`config.mk`:
```
export PLATFORM = sky130hd
export DESIGN_NAME = intercal_roman_readout
export DESIGN_NICKNAME = d
export VERILOG_FILES = /design/src/rtl/intercal_roman_readout.sv
export SDC_FILE = /design/constraint.sdc
export NUM_CORES = 1
export LEC_CHECK = 0
export ABC_AREA = 1
export CORE_UTILIZATION = 60
export CTS_CLUSTER_DIAMETER = 100
export DETAILED_ROUTE_END_ITERATION = 7
export PLACE_DENSITY = 0.91
export SETUP_SLACK_MARGIN = 0.05
export SLEW_MARGIN = 20
export SYNTH_ARGS = -nofsm -noshare
export SYNTH_HDL_FRONTEND = slang
export SYNTH_SLANG_ARGS = --single-unit
```
`constraint.sdc`:
```
create_clock -name clk -period 7.14 [get_ports clk]
set_input_delay 1.071 -clock clk [delete_from_list [all_inputs] [get_ports clk]]
set_output_delay 1.071 -clock clk [all_outputs]
set_load 0.02 [all_outputs]
```
`src/rtl/intercal_roman_readout.sv`:
```
// Converts a written value to an ASCII Roman-numeral string and queues it in a character FIFO
// for byte-wise draining. Define INTERCAL_ROMAN_NEWLINE_EN to terminate each string with LF.
module intercal_roman_readout #(
    parameter int FIFO_DEPTH = 16,
    parameter int MAX_VALUE  = 3999
) (
    input  logic        clk,
    input  logic        rst,
    input  logic [7:0]  ui_in,
    output logic [7:0]  uo_out,
    input  logic [5:0]  address,
    input  logic [31:0] data_in,
    input  logic [1:0]  data_write_n,
    input  logic [1:0]  data_read_n,
    output logic [31:0] data_out,
    output logic        data_ready
);
    localparam int AW = $clog2(FIFO_DEPTH);
    localparam int CW = AW + 1;

    typedef enum logic [1:0] {S_IDLE, S_CONV, S_NL, S_DONE} state_t;

    state_t      state_q;
    logic [11:0] rem_q;
    logic [3:0]  idx_q;
    logic        half_q, zero_q, busy_q, error_q, overrun_q;

    logic [7:0]    mem_q [FIFO_DEPTH];
    logic [AW-1:0] wp_q, rp_q;
    logic [CW-1:0] count_q;

    logic        wr_en, rd_en, wr_value, wr_clear, rd_char;
    logic [31:0] wr_data;
    logic [11:0] tok_val;
    logic [7:0]  tok_c0, tok_c1;
    logic        tok_two;
    logic        push_req, push_ok, stall, pop, fifo_full, fifo_empty;
    logic [7:0]  push_char, head;
    logic        unused_ui;

    assign uo_out     = 8'd0;
    assign data_ready = 1'b1;
    assign unused_ui  = ^ui_in;

    assign wr_en    = (data_write_n != 2'b11);
    assign rd_en    = (data_read_n != 2'b11);
    assign wr_value = wr_en && (address == 6'h00);
    assign wr_clear = wr_en && (address == 6'h08);
    assign rd_char  = rd_en && (address == 6'h04);

    always_comb begin
        case (data_write_n)
            2'b00:   wr_data = {24'd0, data_in[7:0]};
            2'b01:   wr_data = {16'd0, data_in[15:0]};
            default: wr_data = data_in;
        endcase
    end

    // Subtractive-notation token table, largest first; two-char tokens emit c0 then c1.
    always_comb begin
        tok_c1  = 8'h00;
        tok_two = 1'b0;
        case (idx_q)
            4'd0:    begin tok_val = 12'd1000; tok_c0 = 8'h4D; end
            4'd1:    begin tok_val = 12'd900;  tok_c0 = 8'h43; tok_c1 = 8'h4D; tok_two = 1'b1; end
            4'd2:    begin tok_val = 12'd500;  tok_c0 = 8'h44; end
            4'd3:    begin tok_val = 12'd400;  tok_c0 = 8'h43; tok_c1 = 8'h44; tok_two = 1'b1; end
            4'd4:    begin tok_val = 12'd100;  tok_c0 = 8'h43; end
            4'd5:    begin tok_val = 12'd90;   tok_c0 = 8'h58; tok_c1 = 8'h43; tok_two = 1'b1; end
            4'd6:    begin tok_val = 12'd50;   tok_c0 = 8'h4C; end
            4'd7:    begin tok_val = 12'd40;   tok_c0 = 8'h58; tok_c1 = 8'h4C; tok_two = 1'b1; end
            4'd8:    begin tok_val = 12'd10;   tok_c0 = 8'h58; end
            4'd9:    begin tok_val = 12'd9;    tok_c0 = 8'h49; tok_c1 = 8'h58; tok_two = 1'b1; end
            4'd10:   begin tok_val = 12'd5;    tok_c0 = 8'h56; end
            4'd11:   begin tok_val = 12'd4;    tok_c0 = 8'h49; tok_c1 = 8'h56; tok_two = 1'b1; end
            default: begin tok_val = 12'd1;    tok_c0 = 8'h49; end
        endcase
    end

    assign fifo_full  = (count_q == CW'(FIFO_DEPTH));
    assign fifo_empty = (count_q == '0);

    always_comb begin
        push_req  = 1'b0;
        push_char = 8'h00;
        case (state_q)
            S_CONV: begin
                if (rem_q == 12'd0 && !half_q) begin
                    push_req  = zero_q;
                    push_char = 8'h5F;
                end else if (half_q) begin
                    push_req  = 1'b1;
                    push_char = tok_c1;
                end else if (rem_q >= tok_val) begin
                    push_req  = 1'b1;
                    push_char = tok_c0;
                end
            end
            S_NL: begin
                push_req  = 1'b1;
                push_char = 8'h0A;
            end
            default: ;
        endcase
    end

    assign stall   = push_req && fifo_full;
    assign push_ok = push_req && !fifo_full && !wr_clear;
    assign pop     = rd_char && !fifo_empty;

    always_ff @(posedge clk or posedge rst) begin
        if (rst) begin
            state_q   <= S_IDLE;
            rem_q     <= 12'd0;
            idx_q     <= 4'd0;
            half_q    <= 1'b0;
            zero_q    <= 1'b0;
            busy_q    <= 1'b0;
            error_q   <= 1'b0;
            overrun_q <= 1'b0;
        end else if (wr_clear) begin
            state_q   <= S_IDLE;
            half_q    <= 1'b0;
            zero_q    <= 1'b0;
            busy_q    <= 1'b0;
            error_q   <= 1'b0;
            overrun_q <= 1'b0;
        end else begin
            case (state_q)
                S_CONV: if (!stall) begin
                    if (rem_q == 12'd0 && !half_q) begin
                        zero_q <= 1'b0;
`ifdef INTERCAL_ROMAN_NEWLINE_EN
                        state_q <= S_NL;
`else
                        state_q <= S_DONE;
                        busy_q  <= 1'b0;
`endif
                    end else if (half_q) begin
                        half_q <= 1'b0;
                        rem_q  <= rem_q - tok_val;
                    end else if (rem_q < tok_val) begin
                        idx_q <= idx_q + 4'd1;
                    end else if (tok_two) begin
                        half_q <= 1'b1;
                    end else begin
                        rem_q <= rem_q - tok_val;
                    end
                end
                S_NL: if (!stall) begin
                    state_q <= S_DONE;
                    busy_q  <= 1'b0;
                end
                S_DONE:  state_q <= S_IDLE;
                default: ;
            endcase
            // A write accepted in DONE overrides the return to IDLE above.
            if (wr_value) begin
                if (busy_q) begin
                    overrun_q <= 1'b1;
                end else begin
                    rem_q     <= wr_data[11:0];
                    idx_q     <= 4'd0;
                    half_q    <= 1'b0;
                    zero_q    <= (wr_data == 32'd0);
                    overrun_q <= 1'b0;
                    if (wr_data > 32'(MAX_VALUE)) begin
                        error_q <= 1'b1;
                        state_q <= S_IDLE;
                    end else begin
                        error_q <= 1'b0;
                        state_q <= S_CONV;
                        busy_q  <= 1'b1;
                    end
                end
            end
        end
    end

    always_ff @(posedge clk or posedge rst) begin
        if (rst) begin
            wp_q    <= '0;
            rp_q    <= '0;
            count_q <= '0;
        end else if (wr_clear) begin
            wp_q    <= '0;
            rp_q    <= '0;
            count_q <= '0;
        end else begin
            if (push_ok) wp_q <= wp_q + AW'(1);
            if (pop)     rp_q <= rp_q + AW'(1);
            count_q <= count_q + CW'(push_ok) - CW'(pop);
        end
    end

    always_ff @(posedge clk) begin
        if (push_ok) mem_q[wp_q] <= push_char;
    end

    assign head = fifo_empty ? 8'h00 : mem_q[rp_q];

    always_comb begin
        data_out = 32'd0;
        if (rd_en) begin
            case (address)
                6'h00: data_out = {16'd0, 8'(count_q), 3'd0, fifo_full, fifo_empty,
                                   overrun_q, error_q, busy_q};
                6'h04: data_out = {24'd0, head};
                default: ;
            endcase
        end
    end
endmodule

```
==> results of run 1 <==
[state kept, by name (all words and copies together), names as in the netlist]
signal,count
busy_q,1
count_q,5
error_q,1
half_q,1
idx_q,4
mem_q,96
overrun_q,1
rem_q,12
rp_q,4
state_q,2
wp_q,4
zero_q,1
[layer usage]
| metal | vias up | GRT usage [%] | wire (um) |
|---|---|---|---|
| li1 | 2972 | - | - |
| met1 | 2973 | 35.05 | 7173 |
| met2 | 328 | 49.98 | 8987 |
| met3 | 72 | 6.670 | 1391 |
| met4 | 0 | 16.54 | 768 |
| met5 | - | 0 | 0 |
[how the worst max path moves through the flow]
stage	startpoint	cells past startpoint	endpoint
after floorplan	idx_q[0]$_DFFE_PP0N_	32	count_q[4]$_DFF_PP0_
after global placement	address[5]	19	count_q[4]$_DFF_PP0_
after detailed placement	address[5]	19	count_q[4]$_DFF_PP0_
after CTS	rp_q[0]$_DFFE_PP0P_	9	data_out[3]
after global routing	idx_q[0]$_DFFE_PP0N_	32	count_q[4]$_DFF_PP0_
final	rp_q[0]$_DFFE_PP0P_	9	data_out[3]
[critical path, cell delays in order, from the launching register on]
cell and delay [ps]:
dfrtp_1 320, buf_4 460, clkinv_1 560, buf_4 420
o21ai_0 280, o22ai_1 100, o21ai_0 150, o21ai_0 190
a32o_1 260, clkdlybuf4s50_1 550
[cells in the mapped netlist (2+ instances only)]
| cell type | number |
|---|---|
| a211oi_1 | 3 |
| a21o_1 | 2 |
| a21oi_1 | 47 |
| a221oi_1 | 4 |
| a22oi_1 | 3 |
| a31oi_1 | 10 |
| buf_2 | 3 |
| buf_4 | 31 |
| buf_6 | 2 |
| clkbuf_1 | 22 |
| clkinv_1 | 3 |
| conb_1 | 2 |
| dfrtp_1 | 36 |
| edfxtp_1 | 96 |
| fa_1 | 2 |
| ha_1 | 30 |
| inv_1 | 101 |
| inv_2 | 2 |
| nand2_1 | 154 |
| nand2_2 | 3 |
| nand3_1 | 39 |
| nand3_2 | 4 |
| nand4_1 | 15 |
| nor2_1 | 105 |
| nor2_2 | 6 |
| nor2_4 | 3 |
| nor3_1 | 16 |
| nor4_1 | 10 |
| o211ai_1 | 4 |
| o21ai_0 | 61 |
| o22ai_1 | 12 |
| o32ai_1 | 4 |
| xnor2_1 | 5 |
| xor2_1 | 4 |
[cell families (layout without fill, tap and decap cells)]
family                     count (synthesis)  in the layout  synth area share (%)
buffers and inverters                    165            199                 9.988
other                                      2             30               0.09942
xor gates and xnor gates                   9              9                 1.043
and+or+nand+nor                          360            360                 20.97
adders and majority gates                 32             32                 5.499
DFF                                      132            132                 50.09
AOI/OAI and AO/OA                        161            161                 12.31
[power breakdown]
part	switching, W	internal [W]
clock	0.000330	0.000567
sequential	0.000117	0.00105
combinational	0.00117	0.000615
total	0.00161	0.00223
[metrics by stage]
| stage | cell area, um2 | total power, W | worst slack, ps | hold slack, ps |
|---|---|---|---|---|
| global route | 8713 | 0.004101 | 1920 | 566.5 |
| finish | 8713 | 0.003846 | 2301 | 509.3 |
| CTS | 8713 | 0.003809 | 2405 | 511.7 |
| floorplan | 7659 | 0.002515 | 3041 | 470.7 |
| detailed placement | 8105 | 0.002906 | 2301 | 495.3 |
| global placement | 8105 | 0.002837 | 2323 | 493.8 |
[cell type report]
class                           instances  share of cell area [%]
Timing Repair Buffer                   61                   6.806
Inverter                              106                   4.566
Multi-Input combinational cell        592                   35.81
Clock buffer                           20                   5.241
Sequential cell                       132                   43.42
Tap cell                              168                   2.412
Clock inverter                         12                   1.738
==> results.cfg, run 1 <==
[cells_and_area]
multi_input_area_um2 = 3120
fin_nets = 994
nFillCells = 819
layout_common_cells = nand2_1, nor2_1, inv_1
finalNonFillerCells = 1091
drive_gt1_share_pct = 6.501
area_growth_pct = 15.36
final_common_cell = nand2_1
ff_latch_area_um2 = 3784
antennaDiodeCount = 0
fin_util_pct = 71.65

[logic_synthesis]
synth_edf_count = 96
ys_ff_latch = 132
synthDistinctLibCells = 51
ys_top_cells_by_area = edfxtp_1, dfrtp_1, nand2_1
syn_avg_cell_area_um2 = 8.773
syn_inst = 861
synth_ff_type = edfxtp_1
yosysWarnings = 0
synth_top_area_cell = edfxtp_1
ys_seq_area_share_pct = 50.09
synth_top_area_share_pct = 38.16
synth-async-reset-ratio_pct = 27.27
netlist_area_um2 = 7553

[global_routing]
grt_max_degree = 56
antenna_found_initial = 0
grt_pass1_wl_um = 29090
grt_overflow = 0
grtUsageTotal_pct = 29.58
grt_pass1_vias = 6001

[pwr]
p_leak_nw = 3.733
max-vdd-ir-drop_v = 0.0005369
power.density_nw_per_um2 = 441.4

[critical_path]
crit_path_end_kind = primary output
critPathMaxFanout = 55
reg2regPathDepth = 32
worstPathArrival_ps = 3770
worstReg2RegStart = idx_q[0]$_DFFE_PP0N_
start_kind = flop
path_class = reg2out
rrSetupSlack_ps = 2340
timing.rr.end = count_q[4]$_DFF_PP0_
cp.required_ps = 6070

[route]
wire_per_inst_um = 16.79
avgViaCountPerCell = 5.816
drc_errors = 0
postRouteAntennaNets = 0
num_vias = 6345
firstDrtPassIters = 6
drt-initial-drc-count = 745
routed_wl_um = 18320

[timing]
min_period_ps = 4839
hold_violations = 0
fin_setup_tns_ps = 0
fin_crit_sh_pct = 67.78
setup_viol = 0
worstMarginPinSlew_ps = 1103
slew_violations = 0
relSlewSlack_pct = 25.91
skew_ps = 6.991
fmax_ghz = 0.2066
rsz0062_at_grt = false

[placement]
dp.cells = 1059
gp_congestion = 0.9380
portBuffers = 54
dp_hpwl_um = 12270

[floorplan]
num_rows = 40
pin_count = 93
coreArea_um2 = 12160
initial_utilization_pct = 62.11
die-area_um2 = 13040
die-width_um = 114.2
die_y_um = 114.2

[clock_network]
clock-sinks = 132
ctsHoldBuffers = 0
cts_made_buffers = 17
cts_setup_buffers = 0
tritoncts = yes
root_buffer = clkbuf_16
cts_resized = 0
cts_buffer_depth = 2
clock_latency_ps = 420
h-tree-depth = 4
clkTransAtPathRegs_ps = 60

[status]
status = finished, final reports clean

[min_path]
hold_path_end = rem_q[0]$_DFFE_PP0N_
whs_path_depth = 2
hold_class = reg2reg
min_from = rem_q[0]$_DFFE_PP0N_

[job]
drv_cap = 0
Note: power is estimated with default switching activity, not from simulation.
==> inputs of run 2 (changes only) <==
CORE_UTILIZATION = 51   (was 60)
PLACE_DENSITY = 0.83   (was 0.91)
clock period = 4.4 ns   (was 7.14 ns; I/O delays follow)
==> results.cfg, run 2 (synthesis results as in run 1) <==
[global_routing]
grt_pass1_wl_um = 31100
grt_max_degree = 55
grtUsageTotal_pct = 27.25
antenna_found_initial = 0
grt_overflow = 0
grt_pass1_vias = 6186

[clock_network]
root_buffer = clkbuf_16
cts_made_buffers = 17
clkTransAtPathRegs_ps = 60
clock_latency_ps = 430
h-tree-depth = 4
tritoncts = yes
ctsHoldBuffers = 0
cts_buffer_depth = 2
clock-sinks = 132

[floorplan]
initial_utilization_pct = 52.17
num_rows = 44
pin_count = 93
die-area_um2 = 15300
die_y_um = 123.7
die-width_um = 123.7
coreArea_um2 = 14480

[timing]
slew_violations = 0
worstMarginPinSlew_ps = 792.6
fmax_ghz = 0.2401
fin_setup_tns_ps = 0
rsz0062_at_grt = false
hold_violations = 0
skew_ps = 6.935
fin_crit_sh_pct = 94.65
relSlewSlack_pct = 47.10
setup_viol = 0
hold_ws_ps = 520.5
min_period_ps = 4164

[cells_and_area]
drive_gt1_share_pct = 14.82
largest_reg_flops = 96
reg_top3 = mem_q x96, rem_q x12, count_q x5
area_growth_pct = 21.58
final_common_cell = nand2_1
layout_common_cells = nand2_1, nor2_1, edfxtp_1
antennaDiodeCount = 0
fin_nets = 1037
fin_util_pct = 63.43
regMostFlops = mem_q

[critical_path]
start_kind = flop
worstPathArrival_ps = 4470
critPathMaxStageDelay_ps = 450
path_class = reg2reg
cp_slowest_cell = dfrtp_2
crit_path_end_kind = flop
critPathMaxFanout = 5
cp.required_ps = 4710

[job]
drv_cap = 0

[route]
wl_met3_um = 1252
postRouteAntennaNets = 0
wl_met1_um = 7787
num_vias = 6417
avgViaCountPerCell = 5.585
top_layer_used = met4
firstDrtPassIters = 6
drt-initial-drc-count = 490
routed_wl_um = 19680
dr_wl_met2_um = 10040
drc_errors = 0
wire_per_inst_um = 17.13

[placement]
gp_congestion = 0.8837
portBuffers = 54
dp_hpwl_um = 12890

[pwr]
p_leak_nw = 3.927
power.density_nw_per_um2 = 719.9
max-vdd-ir-drop_v = 0.0005825

[status]
status = finished, final reports clean

[min_path]
hold_class = reg2reg
[run 2: cell types whose count changed in the layout (fill, tap and decap cells not counted), sizes merged]
| cell | change |
|---|---|
| buf | +43 |
| clkinvlp | +2 |
| clkbuf | -3 |
| bufinv | -2 |
| clkinv | -1 |
| inv | +3 |
[run 2: layout make-up]
| cell class | instances | area [um2] |
|---|---|---|
| multi-input cells | 592 | 3293 |
| fillers | 1132 | 5295 |
| inverters | 106 | 405.4 |
| flip-flops and latches | 132 | 3786 |
| clock inverters | 14 | 127.6 |
| well taps | 184 | 230.2 |
| clock buffers | 17 | 425.4 |
| repair buffers | 104 | 915.9 |
[run 2: timing repair]
| item | CTS | global route |
|---|---|---|
| resized for setup | 10 | 46 |
| setup endpoints to repair | 1 | 1 |
| setup buffers | 5 | 8 |
| pin swaps | 3 | 13 |
[run 2: layer usage]
metal  global-route usage (%)  up-vias
met1                    32.91     3018
li1                         -     3068
met4                    12.35        0
met5                        0        -
met3                    4.853       63
met2                    47.29      268
[run 2: power by group]
| part | internal, W | total, W | switching [W] | leakage [nW] |
|---|---|---|---|---|
| Sequential | 0.00171 | 0.00189 | 0.000182 | 1.34 |
| Clock | 0.000778 | 0.00135 | 0.000575 | 0.264 |
| Combinational | 0.00125 | 0.00337 | 0.00212 | 2.32 |
[run 2: worst paths after layout]
kind | end | slack, ps | startpoint | depth (start not counted)
setup / recovery | count_q[4]$_DFF_PP0_ | 240 | idx_q[1]$_DFFE_PP0N_ | 30
min in group asynchronous | count_q[0]$_DFF_PP0_ | 640 | rst | 3
setup reg to reg | count_q[4]$_DFF_PP0_ | 240 | idx_q[1]$_DFFE_PP0N_ | 30
hold reg to reg | rem_q[0]$_DFFE_PP0N_ | 520 | rem_q[0]$_DFFE_PP0N_ | 2
max in group asynchronous | idx_q[1]$_DFFE_PP0N_ | 3350 | rst | 3
hold / removal | rem_q[0]$_DFFE_PP0N_ | 520 | rem_q[0]$_DFFE_PP0N_ | 2
[run 2: stage by stage]
step | cells | cell area (um2) | power, W | worst slack (ps)
2_1_floorplan | 889 | 7659 | 0.004081 | 300.7
5_1_grt | 1149 | 9184 | 0.007056 | 6.216
6_report | 1149 | 9184 | 0.006611 | 235.5
3_3_place_gp | 1105 | 8351 | 0.004778 | 98.78
3_5_place_dp | 1105 | 8351 | 0.004891 | -100.7
4_1_cts | 1141 | 8969 | 0.006351 | 52.82
[run 2: worst max-delay path: cells and delay by family, from the launching register on]
kind | cells | cell delay, ps
buf+inv | 6 | 430
simple gates | 15 | 1180
flops | 1 | 450
xor+xnor | 1 | 170
fa+ha+maj | 6 | 1530
compound gates | 2 | 310
==> inputs of run 3 (changes only) <==
ABC_AREA = not set   (was 1)
==> results.cfg, run 3 <==
[status]
status = finished, final reports clean

[critical_path]
crit_path_end_kind = flop
critPathMaxStageDelay_ps = 400
cp_slowest_cell = ha_2
path_cells = inv_1, ha_4, nor2b_2, a21oi_1, o22a_1, ha_2, nand4_1, o311ai_4, nor2_2, a31oi_4, nand2_1, ha_1, inv_1, ha_1, inv_1, fa_1, inv_1, a21oi_1, nor2_1, or3_1, a21oi_1
crit_family = adder cells
cp.required_ps = 4740
critical_path.most_common_cell = inv_1
path_class = reg2reg
critPathMaxFanout = 10
crit_buf_inv = 4
start_kind = flop
worstPathArrival_ps = 4550

[timing]
slew_violations = 0
worst_slack_ps = 193.3
relSlewSlack_pct = 28.03
fin_setup_tns_ps = 0
fmax_ghz = 0.2377
setup_viol = 0
rsz0062_at_grt = false
fin_crit_sh_pct = 95.61
skew_ps = 13.02
hold_violations = 0
min_period_ps = 4207
worstMarginPinSlew_ps = 1076

[global_routing]
grt_overflow = 0
grt_pass1_vias = 5407
grt_pass1_wl_um = 28510
antenna_found_initial = 0
grtUsageTotal_pct = 25.60
grt_max_degree = 37

[clock_network]
tritoncts = yes
h-tree-depth = 4
ctsHoldBuffers = 0
clock_latency_ps = 430
cts_buffer_depth = 2
root_buffer = clkbuf_16
clkTransAtPathRegs_ps = 70
clock-sinks = 132
cts_made_buffers = 17

[pwr]
switching_share_pct = 40.97
p_leak_nw = 3.387
combPwrFrac_pct = 49.0
p_clk_share_pct = 22.0
power.density_nw_per_um2 = 836.4
p_int_w = 0.004441
p_total_w = 0.007524
switchingPower_w = 0.003082
max-vdd-ir-drop_v = 0.0003852
pwr-share-seq_pct = 29.0

[logic_synthesis]
ys_top_cells_by_area = edfxtp_1, dfrtp_1, mux4_2
netlist_area_um2 = 7535
ys_seq_area_share_pct = 50.22
synth_ff_type = edfxtp_1
synth_edf_count = 96
syn_avg_cell_area_um2 = 11.68
ys_ff_latch = 132
synth-async-reset-ratio_pct = 27.27
synthDistinctLibCells = 82
synth_top_area_cell = edfxtp_1
syn_inst = 645
yosysWarnings = 0
synth_commonest_cells = edfxtp_1, nor2_1, nand2_1
synth.most_common_cell = edfxtp_1
synth_top_area_share_pct = 38.26

[floorplan]
pin_count = 93
die-area_um2 = 15260
die_y_um = 123.6
die-width_um = 123.6
initial_utilization_pct = 52.04
num_rows = 44
coreArea_um2 = 14480

[placement]
portBuffers = 54
placed_cell_area_um2 = 8214
dp_hpwl_um = 12320
place_ws_ps = -14.40
gp_congestion = 0.9547

[route]
avgViaCountPerCell = 6.252
firstDrtPassIters = 8
num_vias = 5677
wire_per_inst_um = 20.84
drt-initial-drc-count = 669
drc_errors = 0
postRouteAntennaNets = 0
routed_wl_um = 18920

[job]
drv_cap = 0

[cells_and_area]
largest_reg_flops = 96
fin_util_pct = 62.12
layout_common_cells = edfxtp_1, nor2_1, clkdlybuf4s50_1
regMostFlops = mem_q
design_area_um2 = 8995
fin_nets = 795
drive_gt1_share_pct = 16.99
final_common_cell = edfxtp_1
antennaDiodeCount = 0
area_growth_pct = 19.38
reg_top3 = mem_q x96, rem_q x12, count_q x5

[min_path]
hold_class = reg2reg
-- run 3: final cells by class --
class | instances | area, um2
fillers | 1028 | 5484
flip-flops and latches | 132 | 3787
multi-input cells | 452 | 3465
repair buffers | 79 | 728.2
clock buffers | 19 | 432.9
clock inverters | 13 | 242.7
well taps | 184 | 230.2
inverters | 29 | 108.9
-- run 3: metrics by stage --
stage	std cells	hold WS [ps]
final	908	492.7
after detailed placement	872	486.9
after global routing	908	528.1
after CTS	906	499.3
after global placement	872	477.2
after floorplan	673	449.7
-- run 3: worst min-delay path, stage by stage, from the launching register on --
cell	delay [ps]
dfrtp_1	340
nand2_1	50
o21ai_0	70
-- run 3: repair_timing --
| item | 4_1_cts | 5_1_grt |
|---|---|---|
| setup endpoints to repair | 17 | 17 |
| pin swaps | 1 | 3 |
| resized for setup | 3 | 14 |
| buffers inserted | 2 | 2 |
-- run 3: path summary, 6_finish.rpt --
kind                                       startpoint                     to  slack (ps)  cells past startpoint
worst max-delay path             idx_q[1]$_DFFE_PP0N_   count_q[4]$_DFF_PP0_         190                     21
worst min-delay path            overrun_q$_DFFE_PP0P_  overrun_q$_DFFE_PP0P_         490                      2
worst max register to register   idx_q[1]$_DFFE_PP0N_   count_q[4]$_DFF_PP0_         190                     21
worst min register to register  overrun_q$_DFFE_PP0P_  overrun_q$_DFFE_PP0P_         490                      2
max in group asynchronous                         rst    rp_q[0]$_DFFE_PP0P_        3350                      3
min in group asynchronous                         rst    wp_q[3]$_DFFE_PP0P_         670                      3
-- run 3: routing by layer --
| layer | vias to the layer above | GRT usage, % | wire (um) |
|---|---|---|---|
| li1 | 2521 | - | - |
| met1 | 2764 | 30.40 | 7226 |
| met2 | 325 | 43.92 | 9388 |
| met3 | 67 | 5.535 | 1559 |
| met4 | 0 | 12.58 | 748 |
| met5 | - | 0 | 0 |
-- run 3: cells by family after synthesis --
kind of cell	Yosys count	synth area share, %
adders and majority gates	32	5.513
DFF	132	50.22
AOI/OAI and AO/OA	134	13.30
xor gates and xnor gates	9	1.046
other	2	0.09967
and+or+nand+nor	210	14.63
muxes	37	8.967
buffers and inverters	89	6.227
-- run 3: power groups by stage --
stage	clock (W)	sequential [W]	combinational (W)
4_1_cts	0.00167	0.00217	0.00351
2_1_floorplan	0	0.00200	0.00272
5_1_grt	0.00172	0.00222	0.00396
3_5_place_dp	0	0.00219	0.00342
6_report	0.00166	0.00218	0.00368
3_3_place_gp	0	0.00217	0.00326
